==> src/rtl/multi_alarm_clock.sv <==
// -----------------------------------------------------------------------------
// multi_alarm_clock
//   BCD HH:MM timekeeper driven by a prescaled system clock, plus N_ALARMS
//   independently programmable alarm slots. Each slot has a time, an enable and
//   a ring duration in minutes. Snooze and off act on all slots together.
//
// Ports
//   clk        in   1      system clock, CLK_HZ
//   reset      in   1      synchronous, active-low reset
//   load_Clock in   1      pulse: load set_Clock into the time (valid BCD only)
//   set_Clock  in   16     BCD {H1,H0,M1,M0}
//   alarm_wr   in   1      pulse: write slot alarm_sel
//   alarm_sel  in   SEL_W  slot index for alarm_wr
//   set_Alarm  in   16     BCD alarm time for the written slot
//   alarm_en   in   1      enable bit written with the slot
//   dur_Alarm  in   4      ring duration in minutes (0 behaves as 1)
//   off_Alarm  in   1      pulse: silence all slots
//   snooze     in   1      pulse: snooze all ringing slots
//   Clock      out  16     current time, BCD
//   clk_min    out  1      one-cycle pulse on each prescaler rollover
//   Alarm      out  1      high while any slot is ringing
//   alarm_id   out  SEL_W  lowest-index ringing slot, 0 when none
// -----------------------------------------------------------------------------
module multi_alarm_clock #(
  parameter int CLK_HZ     = 1000,
  parameter int N_ALARMS   = 4,
  parameter int SNOOZE_MIN = 5,
  localparam int SEL_W     = (N_ALARMS > 1) ? $clog2(N_ALARMS) : 1
) (
  input  logic             clk,
  input  logic             reset,
  input  logic             load_Clock,
  input  logic [15:0]      set_Clock,
  input  logic             alarm_wr,
  input  logic [SEL_W-1:0] alarm_sel,
  input  logic [15:0]      set_Alarm,
  input  logic             alarm_en,
  input  logic [3:0]       dur_Alarm,
  input  logic             off_Alarm,
  input  logic             snooze,
  output logic [15:0]      Clock,
  output logic             clk_min,
  output logic             Alarm,
  output logic [SEL_W-1:0] alarm_id
);

  localparam int MIN_CYC = CLK_HZ * 60;
  localparam int CNT_W   = (MIN_CYC > 1) ? $clog2(MIN_CYC) : 1;
  localparam logic [CNT_W-1:0] PRESC_TC = CNT_W'(MIN_CYC - 1);
  localparam logic [3:0]       SNZ_LD   = 4'(SNOOZE_MIN);

  typedef enum logic [1:0] {
    S_IDLE,
    S_RINGING,
    S_SNOOZED
  } slot_state_e;

  // True when t is a legal 24-hour BCD time.
  function automatic logic bcd_ok(input logic [15:0] t);
    logic ok;
    ok = (t[15:12] <= 4'd2) && (t[11:8] <= 4'd9) &&
         (t[7:4]   <= 4'd5) && (t[3:0]  <= 4'd9);
    if ((t[15:12] == 4'd2) && (t[11:8] > 4'd3)) ok = 1'b0;
    return ok;
  endfunction

  // BCD time one minute later, 23:59 wraps to 00:00.
  function automatic logic [15:0] next_minute(input logic [15:0] t);
    logic [3:0] h1, h0, m1, m0;
    {h1, h0, m1, m0} = t;
    if (m0 != 4'd9) begin
      m0 = m0 + 4'd1;
    end else begin
      m0 = 4'd0;
      if (m1 != 4'd5) begin
        m1 = m1 + 4'd1;
      end else begin
        m1 = 4'd0;
        if ((h1 == 4'd2) && (h0 == 4'd3)) begin
          h1 = 4'd0;
          h0 = 4'd0;
        end else if (h0 != 4'd9) begin
          h0 = h0 + 4'd1;
        end else begin
          h0 = 4'd0;
          h1 = h1 + 4'd1;
        end
      end
    end
    return {h1, h0, m1, m0};
  endfunction

  // A zero duration still rings for one minute.
  function automatic logic [3:0] ring_load(input logic [3:0] dur);
    return (dur == 4'd0) ? 4'd1 : dur;
  endfunction

  // Timekeeper state
  logic [CNT_W-1:0] presc_q, presc_d;
  logic             clk_min_q, clk_min_d;
  logic [15:0]      time_q, time_d;
  logic             time_chg_q, time_chg_d;

  // Slot state
  logic [15:0]   al_time_q  [N_ALARMS];
  logic [15:0]   al_time_d  [N_ALARMS];
  logic [3:0]    al_dur_q   [N_ALARMS];
  logic [3:0]    al_dur_d   [N_ALARMS];
  logic [3:0]    ring_cnt_q [N_ALARMS];
  logic [3:0]    ring_cnt_d [N_ALARMS];
  logic [3:0]    snz_cnt_q  [N_ALARMS];
  logic [3:0]    snz_cnt_d  [N_ALARMS];
  slot_state_e   st_q       [N_ALARMS];
  slot_state_e   st_d       [N_ALARMS];
  logic [N_ALARMS-1:0] al_en_q, al_en_d;

  logic load_ok;
  logic wr_ok;

  assign load_ok = load_Clock && bcd_ok(set_Clock);
  assign wr_ok   = alarm_wr && (32'(alarm_sel) < N_ALARMS) && bcd_ok(set_Alarm);

  // ---- timekeeper: prescaler, minute pulse, time update ----
  always_comb begin
    presc_d   = (presc_q == PRESC_TC) ? '0 : presc_q + CNT_W'(1);
    clk_min_d = (presc_q == PRESC_TC);
    time_d    = time_q;
    if (load_ok) begin
      // A load restarts the minute; a tick landing in the same cycle is lost.
      time_d    = set_Clock;
      presc_d   = '0;
      clk_min_d = 1'b0;
    end else if (clk_min_q) begin
      time_d = next_minute(time_q);
    end
    time_chg_d = (time_d != time_q);
  end

  // ---- alarm slots: match against the freshly updated time ----
  always_comb begin
    al_en_d = al_en_q;
    for (int i = 0; i < N_ALARMS; i++) begin
      al_time_d[i]  = al_time_q[i];
      al_dur_d[i]   = al_dur_q[i];
      ring_cnt_d[i] = ring_cnt_q[i];
      snz_cnt_d[i]  = snz_cnt_q[i];
      st_d[i]       = st_q[i];

      if (wr_ok && (alarm_sel == SEL_W'(i))) begin
        al_time_d[i]  = set_Alarm;
        al_en_d[i]    = alarm_en;
        al_dur_d[i]   = dur_Alarm;
        ring_cnt_d[i] = 4'd0;
        snz_cnt_d[i]  = 4'd0;
        st_d[i]       = S_IDLE;
      end else if (off_Alarm) begin
        st_d[i] = S_IDLE;
      end else if (snooze && (st_q[i] == S_RINGING)) begin
        st_d[i]      = S_SNOOZED;
        snz_cnt_d[i] = SNZ_LD;
      end else if (time_chg_q && al_en_q[i] && (al_time_q[i] == time_q)) begin
        st_d[i]       = S_RINGING;
        ring_cnt_d[i] = ring_load(al_dur_q[i]);
      end else if (clk_min_q) begin
        case (st_q[i])
          S_RINGING: begin
            if (ring_cnt_q[i] <= 4'd1) begin
              st_d[i]       = S_IDLE;
              ring_cnt_d[i] = 4'd0;
            end else begin
              ring_cnt_d[i] = ring_cnt_q[i] - 4'd1;
            end
          end
          S_SNOOZED: begin
            if (snz_cnt_q[i] <= 4'd1) begin
              st_d[i]       = S_RINGING;
              snz_cnt_d[i]  = 4'd0;
              ring_cnt_d[i] = ring_load(al_dur_q[i]);
            end else begin
              snz_cnt_d[i] = snz_cnt_q[i] - 4'd1;
            end
          end
          default: ;
        endcase
      end
    end
  end

  // ---- registers ----
  always_ff @(posedge clk) begin
    if (!reset) begin
      presc_q    <= '0;
      clk_min_q  <= 1'b0;
      time_q     <= 16'h0000;
      time_chg_q <= 1'b0;
      al_en_q    <= '0;
      for (int i = 0; i < N_ALARMS; i++) begin
        al_time_q[i]  <= 16'h0000;
        al_dur_q[i]   <= 4'd1;
        ring_cnt_q[i] <= 4'd0;
        snz_cnt_q[i]  <= 4'd0;
        st_q[i]       <= S_IDLE;
      end
    end else begin
      presc_q    <= presc_d;
      clk_min_q  <= clk_min_d;
      time_q     <= time_d;
      time_chg_q <= time_chg_d;
      al_en_q    <= al_en_d;
      for (int i = 0; i < N_ALARMS; i++) begin
        al_time_q[i]  <= al_time_d[i];
        al_dur_q[i]   <= al_dur_d[i];
        ring_cnt_q[i] <= ring_cnt_d[i];
        snz_cnt_q[i]  <= snz_cnt_d[i];
        st_q[i]       <= st_d[i];
      end
    end
  end

  // ---- outputs: ring summary with lowest index winning ----
  always_comb begin
    Alarm    = 1'b0;
    alarm_id = '0;
    for (int i = N_ALARMS - 1; i >= 0; i--) begin
      if (st_q[i] == S_RINGING) begin
        Alarm    = 1'b1;
        alarm_id = SEL_W'(i);
      end
    end
  end

  assign Clock   = time_q;
  assign clk_min = clk_min_q;

endmodule
==> config.mk <==
export PLATFORM = sky130hd
export DESIGN_NAME = multi_alarm_clock
export DESIGN_NICKNAME = d
export VERILOG_FILES = /design/src/rtl/multi_alarm_clock.sv
export SDC_FILE = /design/constraint.sdc
export NUM_CORES = 1
export LEC_CHECK = 0
export ABC_CLOCK_PERIOD_IN_PS = 4300
export CAP_MARGIN = 20
export CORE_MARGIN = 2
export CORE_UTILIZATION = 60
export DETAILED_ROUTE_END_ITERATION = 10
export PLACE_DENSITY = 0.84
export SYNTH_ARGS = -nofsm -noshare
export SYNTH_HDL_FRONTEND = slang
export SYNTH_SLANG_ARGS = --single-unit
export TNS_END_PERCENT = 20
==> constraint.sdc <==
create_clock -name clk -period 4.3 [get_ports clk]
set_input_delay 0.43 -clock clk [delete_from_list [all_inputs] [get_ports clk]]
set_output_delay 0.43 -clock clk [all_outputs]
set_load 0.005 [all_outputs]
== Yosys cells after proc, flatten, opt, wreduce, memory -nomap -nowiden ==
Memories as Yosys holds them, arrays and structs flattened.
Index checks and enable logic that the tools add are counted.

* Register bits: 38
* RAM bits: 120
* Output and inout port bits: 20
* Logic and storage cells: 272
* Memories kept: 5

{| class="wikitable"
|+ Memory list
! memory !! depth !! bits a word !! read ports !! clocked after memory_dff !! wr ports !! line !! source
|-
| al_time_q || 4 || 16 || 4 || 0 || 4 || 105 || <nowiki>logic [15:0] al_time_q [N_ALARMS];</nowiki>
|-
| al_dur_q || 4 || 4 || 4 || 0 || 4 || 107 || <nowiki>logic [3:0] al_dur_q [N_ALARMS];</nowiki>
|-
| ring_cnt_q || 4 || 4 || 4 || 0 || 4 || 109 || <nowiki>logic [3:0] ring_cnt_q [N_ALARMS];</nowiki>
|-
| snz_cnt_q || 4 || 4 || 4 || 0 || 4 || 111 || <nowiki>logic [3:0] snz_cnt_q [N_ALARMS];</nowiki>
|-
| st_q || 4 || 2 || 4 || 0 || 4 || 113 || <nowiki>slot_state_e st_q [N_ALARMS];</nowiki>
|}

* Add/subtract/negate cells: 13
* $lt $le $gt $ge: 18
* Equal/unequal tests: 24
* Mux-type cells: 149
* Bitwise operators: 21
* Reduce and logical (&&, ||, !) cells: 34

{| class="wikitable"
|+ Operators with widths
! operator !! count
|-
| $mux 4 || 87
|-
| $mux 16 || 10
|-
| $mux 2 || 36
|-
| $eq 16x16->1 || 4
|-
| $le 4x1->1 const B || 8
|-
| $pmux 4 s2 || 4
|-
| $sub 4x1->4 const B || 8
|-
| $logic_and 1x1->1 || 27
|-
| $or 1x1->1 || 20
|-
| $add 16x1->16 const B || 1
|-
| $add 4x1->4 const B || 4
|-
| $eq 16x16->1 const B || 1
|-
| $eq 4x2->1 const B || 4
|-
| $le 4x4->1 const B || 4
|-
| $logic_not 4->1 || 4
|-
| $ne 16x16->1 || 1
|-
| $pmux 2 s2 || 4
|-
| $eq 2x2->1 const B || 6
|-
| $eq 2x1->1 const B || 5
|-
| $gt 4x2->1 const B || 2
|-
| $le 4x2->1 const B || 2
|-
| $le 4x3->1 const B || 2
|-
| $mux 1 || 8
|-
| $ne 4x4->1 const B || 2
|-
| other kinds (5) || 5
|}

== Longest topological paths before layout ==
* Word-level depth: 10
* Depth in mapped cells: 11
* Gate-level depth less buffers: 9

== Worst setup path before layout ==
Ideal clock, no wire load.

* Path kind: register -> register
* Start point: reg time_q[4], in the netlist Clock[4]
* End point: mem ring_cnt_q[1][2]
* Data arrival time: 2.008 ns
* Required time: 4.176 ns
* Slack: 2.168 ns
* Stages on the path, launching flop included: 9
* Buffers on the path: 1
* Period minus slack after synthesis: 2.132 ns
* Cells stage by stage: dfxtp_1 > buf_2 > xnor2_1 > nand4_1 > or4_4 > o21bai_4 > mux2_2 > mux2i_1 > nor2_1

{| class="wikitable"
|+ RTL lines
! what !! line !! source
|-
| start, declared || 101 || <nowiki>logic [15:0] time_q, time_d;</nowiki>
|-
| start signal, assigned || 207 || <nowiki>time_q <= time_d;</nowiki>
|-
| end, declared || 109 ||
|}

==> results.toml <==
[timing]
worst_clock_skew_ns = 0.007009
finalSetupViolCount = 0
slew_at_the_pin_with_the_worst_max_slew_slack_ns = 1.021
final_max_slew_viol_count = 0
layout_worst_path_cycle_share_pct = 66.43
fin_tns_setup_ns = 0
hold-worst-slack_ns = 0.4734
finalWorstPathRequiredPeriod_ns = 2.857
rsz0062_at_grt = "false"
hold_violations = 0
fmax_mhz = 350.1
slew_headroom_pct = 31.65

[global_routing]
grt_pass1_vias = 7065
grt_pass1_wl_mm = 34.73
grt_remaining_overflow = 0
antenna_found_initial = 0
groute.usage.overall_pct = 29.28
maximum_number_of_pins_on_one_net_before_global_route_repair = 70

[floorplan]
floorplan.die.height_um = 123.0
die_area_um2 = 15130
floorplan.io_pins = 65
fp-row-count = 43
fp.coreArea_um2 = 13880
fp.dieW_um = 123.0
initial_utilization_pct = 61.23

[clock_tree]
root_buffer_selected_by_cts = "sky130_fd_sc_hd__clkbuf_16"
cts-resized-gates = 0
max-clock-path-buffers = 2
cts_setup_buffers = 0
cts_htree_levels = 4
tritoncts.num_buffers = 17
clock_tree_from_tritoncts = "built"
clk-insertion-delay-late_ns = 0.43
worst_setup_hold_path_clk_slew_ns = 0.06
cts_hold_buf = 0
cts_sinks = 158

[synth]
synth-async-reset-ratio_pct = 0
synth-seq-area-share_pct = 37.21
postSynthRegisterBits = 158
synth_top_area_share_pct = 37.21
synth.largest_area_cell = "sky130_fd_sc_hd__dfxtp_1"
ys_top_cells_by_area = "sky130_fd_sc_hd__dfxtp_1 (37%), sky130_fd_sc_hd__mux2i_1 (9.5%), sky130_fd_sc_hd__nor2_1 (7.0%)"
syn_area_per_cell_um2 = 8.585
synthesis.nets = 1062
mapped_cell_area_um2 = 8499
number_of_synthesized_flops_with_an_enable_pin = 0
yosys_warnings = 0
synth.lib_cells_used.distinct = 68
syn-instance-count = 990
yosys_most_used_dff = "sky130_fd_sc_hd__dfxtp_1"

[pwr]
cellPowerDensity_nw_per_um2 = 336.3
irDropWorstVdd_mv = 0.3020
total_power_uw = 3323
leakage_uw = 0.003895

[setup_path]
crit_path_top_delay_cell = "sky130_fd_sc_hd__dfxtp_1"
worstPathBufferInverterCount = 0
startpoint_type = "flip-flop"
timing.critical_path.slowest_cell_delay_ns = 0.75
critPathMaxFanout = 17
cp_top_family = "simple AND/OR/NAND/NOR gates"
setup.worst_path.class = "flip-flop to flip-flop"
crit_required_ns = 4.63
nature_of_the_critical_path_endpoint = "flip-flop"
cp_data_arrival_time_ns = 3.18
timing.critical_path.cells = "xnor2_1, nand3_1, nor4_1, nand2_1, a211oi_1, a21boi_0, o21a_1"

[drt]
wl_mm = 21.40
routed_via_density = 6.034
num_vias = 7398
drc_errors = 0
postRouteAntennaNets = 0
drt_pass_1_iters = 6
dr.first_iter.drc_count = 789
average_wire_per_standard_cell_um = 17.46

[layout]
num-nets-final = 1105
post_route_cells_drive_above_1_share_pct = 6.214
synthToLayoutAreaGrowth_pct = 16.27
num_antenna_cells = 0
post_layout_nonfiller_instances = 1226
finish.utilization_pct = 71.19
nFillCells = 1067
multi_input_comb_area_um2 = 4938
storage_cell_area_um2 = 3163

[flow_run]
max_cap_violations = 0

[place]
dp_hpwl_mm = 14.54
placedCellCount = 1194
place_congestion = 0.8684
port_buffers = 64

[hold_path]
hp-class = "flip-flop to flip-flop"

[run_status]
run_status = "complete, no violations"
## synth_stat cells, types with 3 or more instances
| cell type | instances |
|---|---|
| sky130_fd_sc_hd__o21ai_0 | 38 |
| sky130_fd_sc_hd__nor3_1 | 41 |
| sky130_fd_sc_hd__nand4_1 | 18 |
| sky130_fd_sc_hd__nor4_1 | 3 |
| sky130_fd_sc_hd__ha_1 | 27 |
| sky130_fd_sc_hd__a21o_1 | 5 |
| sky130_fd_sc_hd__nor2_1 | 158 |
| sky130_fd_sc_hd__or3_1 | 3 |
| sky130_fd_sc_hd__nand2_1 | 51 |
| sky130_fd_sc_hd__nor4b_1 | 4 |
| sky130_fd_sc_hd__nand3b_1 | 6 |
| sky130_fd_sc_hd__nand3_1 | 29 |
| sky130_fd_sc_hd__xor2_1 | 27 |
| sky130_fd_sc_hd__o211ai_1 | 6 |
| sky130_fd_sc_hd__o22ai_1 | 5 |
| sky130_fd_sc_hd__xnor2_1 | 64 |
| sky130_fd_sc_hd__nand2b_1 | 8 |
| sky130_fd_sc_hd__and2_1 | 13 |
| sky130_fd_sc_hd__mux2i_1 | 81 |
| sky130_fd_sc_hd__a2111oi_0 | 3 |
| sky130_fd_sc_hd__buf_4 | 7 |
| sky130_fd_sc_hd__inv_1 | 38 |
| sky130_fd_sc_hd__clkbuf_1 | 24 |
| sky130_fd_sc_hd__buf_2 | 19 |
| sky130_fd_sc_hd__o21a_1 | 10 |
| sky130_fd_sc_hd__o31ai_1 | 4 |
| sky130_fd_sc_hd__dfxtp_1 | 158 |
| sky130_fd_sc_hd__a211oi_1 | 24 |
| sky130_fd_sc_hd__o21bai_1 | 3 |
| sky130_fd_sc_hd__nand4b_1 | 3 |
| sky130_fd_sc_hd__a21oi_1 | 33 |
| sky130_fd_sc_hd__mux2_2 | 4 |
| sky130_fd_sc_hd__a311oi_1 | 5 |
| sky130_fd_sc_hd__a31oi_1 | 4 |
| sky130_fd_sc_hd__and3b_1 | 3 |
| sky130_fd_sc_hd__and3_1 | 8 |
| sky130_fd_sc_hd__nor2b_1 | 7 |
## kinds of logic after synthesis
logic type,share of synthesized area (%)
AND/OR/NAND/NOR,21.27
XOR/XNOR,9.377
adder cells (fa/ha/maj),3.975
multiplexers,10.07
AO/OA/AOI/OAI,13.26
buffers and inverters,4.829
flip-flops,37.21
## stage by stage
| stage | cell area (um^2) | setup WS (ns) |
|---|---|---|
| 2_1_floorplan | 8499 | 2.168 |
| 3_3_place_gp | 9215 | 1.470 |
| 6_report | 9882 | 1.443 |
| 3_5_place_dp | 9215 | 1.409 |
| 4_1_cts | 9882 | 1.566 |
| 5_1_grt | 9882 | 1.226 |
## sequential cells by signal (all words and copies together) (netlist names)
| signal | flops |
|---|---|
| clk_min | 1 |
| al_time_q | 64 |
| Clock | 16 |
| time_chg_q | 1 |
| ring_cnt_q | 16 |
| al_en_q | 4 |
| st_q | 8 |
| al_dur_q | 16 |
| snz_cnt_q | 16 |
| presc_q | 16 |
## layout make-up
type                            instances  share of cell area [%]
Multi-Input combinational cell        740                   49.97
Sequential cell                       158                   32.01
Timing Repair Buffer                   78                   7.546
Clock buffer                           23                   4.938
Tap cell                              180                   2.279
Clock inverter                          9                   1.811
Inverter                               38                   1.443
## path summary, 6_finish.rpt
check / end / cells past startpoint / from / slack (ns)
setup reg to reg: ring_cnt_q[0][2] / 7 / Clock[1] / 1.44
hold reg to reg: presc_q[0] / 1 / presc_q[0] / 0.47
setup / recovery: ring_cnt_q[0][2] / 7 / Clock[1] / 1.44
hold / removal: presc_q[0] / 1 / presc_q[0] / 0.47
## report_power, final
| group | internal [uW] | switching [uW] | total, uW |
|---|---|---|---|
| clock | 1090 | 604 | 1700 |
| combinational | 64.5 | 84.1 | 149 |
| sequential | 1470 | 8.06 | 1480 |
## per-layer routing
layer / part of all wire [%] / vias to the layer above / GRT usage, %
li1: - / 3552 / -
met1: 43 / 3533 / 37.86
met2: 48 / 277 / 47.93
met3: 6.8 / 36 / 7.242
met4: 2.1 / 0 / 9.872
met5: 0 / - / 0
## cells in the final DEF, fill, tap and decap left out, types with 6 or more instances in the layout
cell | Yosys | routed
sky130_fd_sc_hd__a21oi_1 | 33 | 33
sky130_fd_sc_hd__inv_1 | 38 | 37
sky130_fd_sc_hd__ha_1 | 27 | 27
sky130_fd_sc_hd__nand2_1 | 51 | 51
sky130_fd_sc_hd__clkdlybuf4s50_1 | 0 | 64
sky130_fd_sc_hd__nand3_1 | 29 | 29
sky130_fd_sc_hd__nor3_1 | 41 | 41
sky130_fd_sc_hd__clkbuf_16 | 0 | 17
sky130_fd_sc_hd__a211oi_1 | 24 | 24
sky130_fd_sc_hd__buf_4 | 7 | 14
sky130_fd_sc_hd__nand3b_1 | 6 | 6
sky130_fd_sc_hd__mux2i_1 | 81 | 81
sky130_fd_sc_hd__nor2_1 | 158 | 158
sky130_fd_sc_hd__dfxtp_1 | 158 | 158
sky130_fd_sc_hd__o21ai_0 | 38 | 38
sky130_fd_sc_hd__and3_1 | 8 | 8
sky130_fd_sc_hd__o211ai_1 | 6 | 6
sky130_fd_sc_hd__xor2_1 | 27 | 27
sky130_fd_sc_hd__xnor2_1 | 64 | 64
sky130_fd_sc_hd__o21a_1 | 10 | 10
sky130_fd_sc_hd__nand2b_1 | 8 | 8
sky130_fd_sc_hd__and2_1 | 13 | 13
sky130_fd_sc_hd__nor2b_1 | 7 | 7
sky130_fd_sc_hd__nand4_1 | 18 | 18
Power figures use the tool's default switching activity.
